File: src/rtl/node_pkg.sv
// node_pkg: shared widths, types, threshold defaults and clamp helper.
// Defines `W, `HI and `LO (guarded) for the node-integrator slice.
`ifndef W
`define W 16
`endif
`ifndef HI
`define HI 16384
`endif
`ifndef LO
`define LO (-16384)
`endif

package node_pkg;

  localparam int W  = `W;
  localparam int HI = `HI;
  localparam int LO = `LO;

  // wide enough for v + delta with up to 16 inputs
  localparam int VW = W + 7;

  typedef logic signed [W-1:0]  node_t;
  typedef logic signed [VW-1:0] wide_t;

  localparam int TH_HI_DEF = HI / 2;
  localparam int TH_LO_DEF = LO / 2;

  function automatic int sum_w(input int n);
    return W + $clog2(n) + 1;
  endfunction

  function automatic node_t clamp(
    input  wide_t x,
    output logic  sat
  );
    sat = 1'b1;
    if (x > wide_t'(HI)) begin
      clamp = node_t'(HI);
    end else if (x < wide_t'(LO)) begin
      clamp = node_t'(LO);
    end else begin
      clamp = x[W-1:0];
      sat   = 1'b0;
    end
  endfunction

endpackage

File: src/rtl/node_current_sum.sv
// node_current_sum: sign-extends N_IN packed currents and sums them.
// Ports: i_i packed currents (slot k = [k*W +: W]), sum_o overflow-free sum.
module node_current_sum
  import node_pkg::*;
#(
  parameter int N_IN = 4,
  parameter int SW   = sum_w(N_IN)
) (
  input  logic [N_IN*W-1:0]   i_i,
  output logic signed [SW-1:0] sum_o
);

  logic signed [SW-1:0] acc;

  always_comb begin
    acc = '0;
    for (int k = 0; k < N_IN; k++) begin
      acc = acc + {{(SW-W){i_i[k*W+W-1]}}, i_i[k*W +: W]};
    end
  end

  assign sum_o = acc;

endmodule

File: src/rtl/node_integrator.sv
// node_integrator: integrates summed node currents into a clamped voltage
// with hysteretic level d, settle and clamp flags. Option: NODE_PRECHARGE_EN.
// Ports: clk, reset (sync, high), en, [precharge], i packed currents;
// v voltage, d level, settled quiet flag, saturated clamp flag.
module node_integrator
  import node_pkg::*;
#(
  parameter int N_IN          = 4,
  parameter int CAP_SHIFT     = 2,
  parameter int INIT_V        = LO,
  parameter int TH_HI         = TH_HI_DEF,
  parameter int TH_LO         = TH_LO_DEF,
  parameter int SETTLE_TOL    = 1,
  parameter int SETTLE_CYCLES = 4
) (
  input  logic              clk,
  input  logic              reset,
  input  logic              en,
`ifdef NODE_PRECHARGE_EN
  input  logic              precharge,
`endif
  input  logic [N_IN*W-1:0] i,
  output logic [W-1:0]      v,
  output logic              d,
  output logic              settled,
  output logic              saturated
);

  localparam int SW = sum_w(N_IN);

  localparam node_t TH_HI_V = node_t'(TH_HI);
  localparam node_t TH_LO_V = node_t'(TH_LO);
  localparam node_t INIT_VV = node_t'(INIT_V);
  localparam logic  D_INIT  = (INIT_V > TH_HI);

  localparam logic signed [SW-1:0] TOL_P = SW'(SETTLE_TOL);
  localparam logic signed [SW-1:0] TOL_N = -TOL_P;
  localparam logic [7:0]           CYC   = 8'(SETTLE_CYCLES);

  node_t      v_q, v_d;
  logic       d_q, d_d;
  logic       set_q, set_d;
  logic       sat_q, sat_d;
  logic [7:0] cnt_q, cnt_d;

  logic signed [SW-1:0] sum;
  logic signed [SW-1:0] delta;
  logic signed [SW:0]   vraw;
  wide_t                vwide;
  node_t                v_new;
  logic                 clip;
  logic                 quiet;
  logic [7:0]           cnt_n;

  node_current_sum #(
    .N_IN (N_IN),
    .SW   (SW)
  ) u_sum (
    .i_i   (i),
    .sum_o (sum)
  );

  assign delta = sum >>> CAP_SHIFT;
  assign vraw  = {{(SW+1-W){v_q[W-1]}}, v_q}
               + {delta[SW-1], delta};
  assign vwide = {{(VW-SW-1){vraw[SW]}}, vraw};
  assign quiet = (delta <= TOL_P) && (delta >= TOL_N);

  always_comb begin
    v_new = clamp(vwide, clip);
  end

  // counter saturates so settled stays up while the node stays quiet
  always_comb begin
    cnt_n = 8'd0;
    if (quiet) begin
      cnt_n = (cnt_q == CYC) ? cnt_q : cnt_q + 8'd1;
    end
  end

  always_comb begin
    v_d   = v_q;
    d_d   = d_q;
    set_d = set_q;
    sat_d = sat_q;
    cnt_d = cnt_q;
`ifdef NODE_PRECHARGE_EN
    if (precharge) begin
      v_d   = node_t'(HI);
      d_d   = 1'b1;
      set_d = 1'b0;
      sat_d = 1'b0;
      cnt_d = 8'd0;
    end else
`endif
    if (en) begin
      v_d   = v_new;
      sat_d = clip;
      cnt_d = cnt_n;
      set_d = (cnt_n == CYC);
      if (v_new > TH_HI_V) begin
        d_d = 1'b1;
      end else if (v_new < TH_LO_V) begin
        d_d = 1'b0;
      end
    end
  end

  always_ff @(posedge clk) begin
    if (reset) begin
      v_q   <= INIT_VV;
      d_q   <= D_INIT;
      set_q <= 1'b0;
      sat_q <= 1'b0;
      cnt_q <= 8'd0;
    end else begin
      v_q   <= v_d;
      d_q   <= d_d;
      set_q <= set_d;
      sat_q <= sat_d;
      cnt_q <= cnt_d;
    end
  end

  assign v         = v_q;
  assign d         = d_q;
  assign settled   = set_q;
  assign saturated = sat_q;

endmodule

File: config.mk
export PLATFORM = sky130hd
export DESIGN_NAME = node_integrator
export DESIGN_NICKNAME = d
export VERILOG_FILES = /design/src/rtl/node_pkg.sv /design/src/rtl/node_current_sum.sv /design/src/rtl/node_integrator.sv
export SDC_FILE = /design/constraint.sdc
export NUM_CORES = 1
export LEC_CHECK = 0
export CORE_MARGIN = 2
export CORE_UTILIZATION = 30
export DETAILED_ROUTE_END_ITERATION = 16
export PLACE_DENSITY_LB_ADDON = 0.12
export SLEW_MARGIN = 10
export SYNTH_ARGS = -nofsm -noshare
export SYNTH_HDL_FRONTEND = slang
export SYNTH_SLANG_ARGS = --single-unit
File: constraint.sdc
create_clock -name clk -period 15.7 [get_ports clk]
set_input_delay 2.355 -clock clk [delete_from_list [all_inputs] [get_ports clk]]
set_output_delay 2.355 -clock clk [all_outputs]
set_load 0.01 [all_outputs]
==> results of run 1 <==
worst max-delay path, delay by kind of cell:
| family | cells | cell delay [ps] |
|---|---|---|
| buf+inv | 3 | 560 |
| xor+xnor | 2 | 330 |
| fa+ha+maj | 5 | 1820 |
| compound gates | 14 | 3430 |
| simple gates | 5 | 1340 |
Yosys cell counts, types with 9 or more instances:
cell and number:
fa_1 19, xnor2_1 19, ha_1 53, nor2_1 40, nand2_1 25, dfxtp_1 27, o21a_1 9, or3_1 9
xor2_1 16, nand3_1 13, nor3_1 14, o31ai_1 11, o21ai_0 19, inv_1 52, a22o_1 10, a21o_1 10
a21oi_1 36
layer usage:
| metal | up-vias | share of wire, % |
|---|---|---|
| li1 | 2061 | - |
| met1 | 1824 | 49 |
| met2 | 91 | 45 |
| met3 | 5 | 5.3 |
| met4 | 0 | 0.68 |
| met5 | - | 0 |
worst max-delay path by stage:
stage / cells after the start / startpoint / to / slack [ps]
6_report: 29 / i[0] / v[6] / 6050
2_1_floorplan: 29 / i[0] / v[6] / 7240
5_1_grt: 29 / i[0] / v[6] / 5150
3_5_place_dp: 29 / i[0] / v[6] / 5830
4_1_cts: 29 / i[0] / v[6] / 6050
3_3_place_gp: 29 / i[0] / v[6] / 6020
metrics by stage:
step,hold WS [ps],instances,setup WS [ps],area (um2)
6_report,486,765,6050,5210
5_1_grt,519,765,5150,5210
4_1_cts,492,765,6050,5210
3_5_place_dp,475,761,5830,5130
3_3_place_gp,468,761,6020,5130
2_1_floorplan,485,512,7240,4120
power by group:
part           switching (W)  leakage (nW)  internal (W)
clock              0.0000251        0.0382     0.0000349
sequential         0.0000173         0.219     0.0000851
combinational       0.000422          1.96      0.000315
total               0.000465          2.22      0.000435
kinds of logic (layout without fill, tap and decap cells):
kind of cell / Yosys count / in the layout / share of synthesized area [%]
adders and majority gates: 72 / 72 / 25.3
AOI/OAI and AO/OA: 159 / 159 / 27.9
xor gates and xnor gates: 35 / 35 / 7.44
DFF: 27 / 27 / 13.1
muxes: 4 / 4 / 0.972
and+or+nand+nor: 151 / 151 / 19.1
buffers and inverters: 64 / 141 / 6.14
layout make-up:
| class | instances | share of cell area, % |
|---|---|---|
| multi-input cells | 421 | 63.8 |
| well taps | 176 | 4.23 |
| flip-flops and latches | 27 | 10.4 |
| repair buffers | 85 | 16.3 |
| clock buffers | 4 | 1.51 |
| inverters | 52 | 3.75 |
sequential cells by signal (all words and copies together) (netlist names):
signal	cells
cnt_q	8
settled	1
d	1
v	16
saturated	1
==> run_results.csv, run 1 <==
group,metric,value,unit
outcome,status,"finished clean",
worst_setup_path,max_stage_delay,600,ps
cells_and_area,final_common_cell,"clkdlybuf4s50_1",
global_route,grt-ovfl-total,0,
die,die-area,14700,um2
power_and_ir_drop,p_total,0.000900,W
power_and_ir_drop,p_leak,2.22,nW
hold_path,hold_end,"settled",
global_route,busiest_layer,"met2",
clock_network,cts_buffer_depth,2,
cells_and_area,final_cell_mix,"clkdlybuf4s50_1, ha_1, inv_1",
worst_setup_path,slowest_stage,"nor2_1",
placement,gp_congestion,0.834,
clock_network,cts_resized,0,
sta,drv_slew,0,
global_route,grt_antenna_before_repair,0,
route,detail_route.wl_per_cell,13.7,um
sta,skew,7.38,ps
clock_network,root_buffer,"clkbuf_16",
route,drt_iter0_drc,226,
die,io_pins,86,
flow_run,max_cap_violations,0,
worst_setup_path,end_kind,"flop",
clock_network,cts.sinks,27,
route,drtAntennaViolNets,0,
clock_network,clk-insertion-delay-late,270,ps
worst_setup_path,r2r-end,"v[6]",
global_route,grt_pass1_wl,18200,um
synth,synth_top_area_share,16.1,%
route,wl,10500,um
synth,synth_edf_count,0,
hold_path,hold_depth,1,
placement,dp.final_hpwl,8930,um
synth,ys_async_sr_fraction,0,%
sta,max-slew-margin-rel,20.0,%
hold_path,min-delay-start,"settled",
sta,setup_viol,0,
sta,finalCritPeriodShare,61.4,%
die,die_h,121,um
synth,ys_warn_count,0,
synth,seq_area_frac_synth,13.1,%
cells_and_area,multi_input_area,3320,um2
route,avgViaCountPerCell,5.20,
global_route,track_usage,14.7,%
worst_setup_path,cp_common_cell,"o21ai_0",
power_and_ir_drop,max-vdd-ir-drop,0.0000710,V
synth,synth_area,4120,um2
die,start_util,30.8,%
worst_setup_path,ff2ff_path_depth,10,
clock_network,postCtsSetupRepairBufs,0,
worst_setup_path,start_kind,"input pin",
cells_and_area,drive_above_1_share,2.38,%
sta,rsz0062_at_grt,"false",
cells_and_area,area_growth,26.5,%
worst_setup_path,crit_path_max_fanout,9,
sta,min_period,9650,ps
global_route,met1_usage,21.1,%
worst_setup_path,r2r_setup_slack,11900,ps
die,fp-row-count,42,
worst_setup_path,arrival,9850,ps
sta,fmax,104,MHz
route,drc,0,
sta,hold_viol,0,
global_route,grt_start_max_net_pins,18,
synth,synth_flop_cell,"dfxtp_1",
cells_and_area,fin_util,39.0,%
worst_setup_path,critical_path_class,"input pin to flop",
synth,syn_nets,651,
clock_network,cts_buffers,3,
cells_and_area,seqCellArea,541,um2
die,die_x,121,um
clock_network,clkSlewWorstSetupHoldPaths,70,ps
cells_and_area,antenna_cells,0,
synth,yosysTopAreaCell,"ha_1",
route,firstDrtPassIters,4,
placement,portBuffers,85,
cells_and_area,fill_cells,1419,
worst_setup_path,worstReg2RegStart,"v[10]",
clock_network,cts_tree,"yes",
global_route,globalRouteMet3Util,1.36,%
global_route,use_met2,24.4,%
hold_path,min_path_type,"flop to flop",
global_route,grt_pass1_vias,3912,
route,num_vias,3981,
synth,synthTopCellsByArea,"ha_1, dfxtp_1, fa_1",
sta,tns,0,ps
cells_and_area,fin_nets,729,
synth,synth_area_per_cell,8.04,um2
power_and_ir_drop,power_density,173,nW/um2
synth,synth_cell_types,69,
synth,netlist_instances,512,
clock_network,h-tree-depth,1,
sta,tightestPinTransition,1200,ps
synth,ys_ff_latch,27,
clock_network,cts_hold_buf,0,
die,core_area,13300,um2
worst_setup_path,cp.required,15900,ps
Note: power is estimated with default switching activity, not from simulation.
==> run 2: changes to the inputs <==
- clock period: 15.7 -> 9.1 ns (I/O delays scaled with it)
==> run 2 against run 1 <==
Net effect: via count fell by 0.88%; worst hold slack improved by 7.2 ps; final cell count increased by 0.26%; sequential cell count unchanged; largest cell class unchanged.
==> run_results.csv, run 2 (synthesis results as in run 1) <==
group,metric,value,unit
sta,hold_viol,0,
global_route,grt_pass1_vias,3857,
sta,tightestPinTransition,730,ps
sta,skew,3.43,ps
die,core_area,13300,um2
global_route,use_met2,23.5,%
cells_and_area,seqCellArea,541,um2
worst_setup_path,cp.required,9310,ps
route,drc,0,
clock_network,cts_buffers,3,
worst_setup_path,crit_path_max_fanout,8,
sta,rsz0062_at_grt,"false",
power_and_ir_drop,p_leak,2.23,nW
clock_network,cts_hold_buf,0,
worst_setup_path,critical_path_class,"input pin to flop",
global_route,met1_usage,20.7,%
clock_network,h-tree-depth,1,
cells_and_area,fill_cells,1399,
route,avgViaCountPerCell,5.14,
sta,setup_viol,0,
placement,portBuffers,85,
global_route,grt_antenna_before_repair,0,
clock_network,clkSlewWorstSetupHoldPaths,70,ps
die,io_pins,86,
global_route,grt_start_max_net_pins,18,
hold_path,hold_depth,1,
route,detail_route.wl_per_cell,13.5,um
route,firstDrtPassIters,5,
die,start_util,30.8,%
clock_network,root_buffer,"clkbuf_16",
cells_and_area,drive_above_1_share,2.88,%
sta,tns,0,ps
route,drtAntennaViolNets,0,
power_and_ir_drop,max-vdd-ir-drop,0.0000991,V
worst_setup_path,end_kind,"flop",
placement,gp_congestion,0.841,
clock_network,cts_buffer_depth,2,
flow_run,max_cap_violations,0,
cells_and_area,multi_input_area,3330,um2
placement,dp.final_hpwl,8880,um
die,fp-row-count,42,
cells_and_area,final_cell_mix,"clkdlybuf4s50_1, ha_1, inv_1",
worst_setup_path,arrival,8410,ps
worst_setup_path,max_stage_delay,680,ps
clock_network,clk-insertion-delay-late,260,ps
cells_and_area,fin_nets,731,
cells_and_area,final_common_cell,"clkdlybuf4s50_1",
global_route,track_usage,14.3,%
cells_and_area,area_growth,27.0,%
sta,drv_slew,0,
die,die-area,14700,um2
placement,dpl.cell_count,763,
worst_setup_path,slowest_stage,"a2111oi_0",
worst_setup_path,cp_common_cell,"o21ai_0",
cells_and_area,fin_util,39.2,%
cells_and_area,largest_reg_flops,16,
power_and_ir_drop,power_density,299,nW/um2
worst_setup_path,start_kind,"input pin",
sta,finalCritPeriodShare,90.1,%
sta,min_period,8200,ps
global_route,globalRouteMet3Util,1.50,%
clock_network,cts_resized,0,
placement,place_ws,628,ps
hold_path,min_path_type,"flop to flop",
die,die_h,121,um
sta,setup_ws,898,ps
cells_and_area,antenna_cells,0,
global_route,grt-ovfl-total,0,
sta,fmax,122,MHz
route,drt_iter0_drc,268,
outcome,status,"finished clean",
sta,max-slew-margin-rel,51.3,%
route,num_vias,3946,
cells_and_area,finalNonFillerCells,767,
global_route,busiest_layer,"met2",
worst_setup_path,ff2ff_path_depth,13,
die,die_x,121,um
clock_network,cts.sinks,27,
global_route,grt_pass1_wl,17800,um
route,wl,10300,um
clock_network,postCtsSetupRepairBufs,0,
clock_network,cts_tree,"yes",
-- run 2: changes by cell type in the layout (fill, tap and decap cells not counted) --
cell      previous run  this run
nor2_2               0         1
o311ai_1             0         1
nor2_1              40        39
o311ai_0             1         0
buf_4                0         2
-- run 2: through the flow --
stage / hold WS, ps / total power (W) / instance area (um2)
2_1_floorplan: 485 / 0.00113 / 4120
4_1_cts: 500 / 0.00156 / 5230
3_3_place_gp: 466 / 0.00145 / 5150
5_1_grt: 529 / 0.00174 / 5230
3_5_place_dp: 490 / 0.00146 / 5150
6_report: 493 / 0.00156 / 5230
-- run 2: final cells by class --
| cell class | instances | area share (%) |
|---|---|---|
| Multi-Input combinational cell | 421 | 63.6 |
| Timing Repair Buffer | 87 | 16.6 |
| Sequential cell | 27 | 10.3 |
| Tap cell | 176 | 4.21 |
| Inverter | 52 | 3.73 |
| Clock buffer | 4 | 1.51 |
-- run 2: where the power goes --
group | switching [W] | total, W | internal, W
Combinational | 0.000732 | 0.00129 | 0.000554
Sequential | 0.0000301 | 0.000177 | 0.000147
Clock | 0.0000423 | 0.000102 | 0.0000601
-- run 2: path summary, 6_finish.rpt --
kind                            startpoint      end  slack (ps)
worst min register to register     settled  settled         490
worst min-delay path               settled  settled         490
worst max register to register        v[0]     v[6]        5530
worst max-delay path                 i[16]     v[6]         900
-- run 2: worst max-delay path, delay by kind of cell --
family | cells | cell delay, ps
compound gates | 16 | 3630
fa+ha+maj | 5 | 1880
buf+inv | 3 | 710
simple gates | 5 | 630
xor+xnor | 1 | 180
-- run 2: per-layer routing --
metal,vias to the layer above,part of all wire (%)
met4,0,0.68
met3,5,4.4
met1,1785,51
met5,-,0
li1,2064,-
met2,92,44
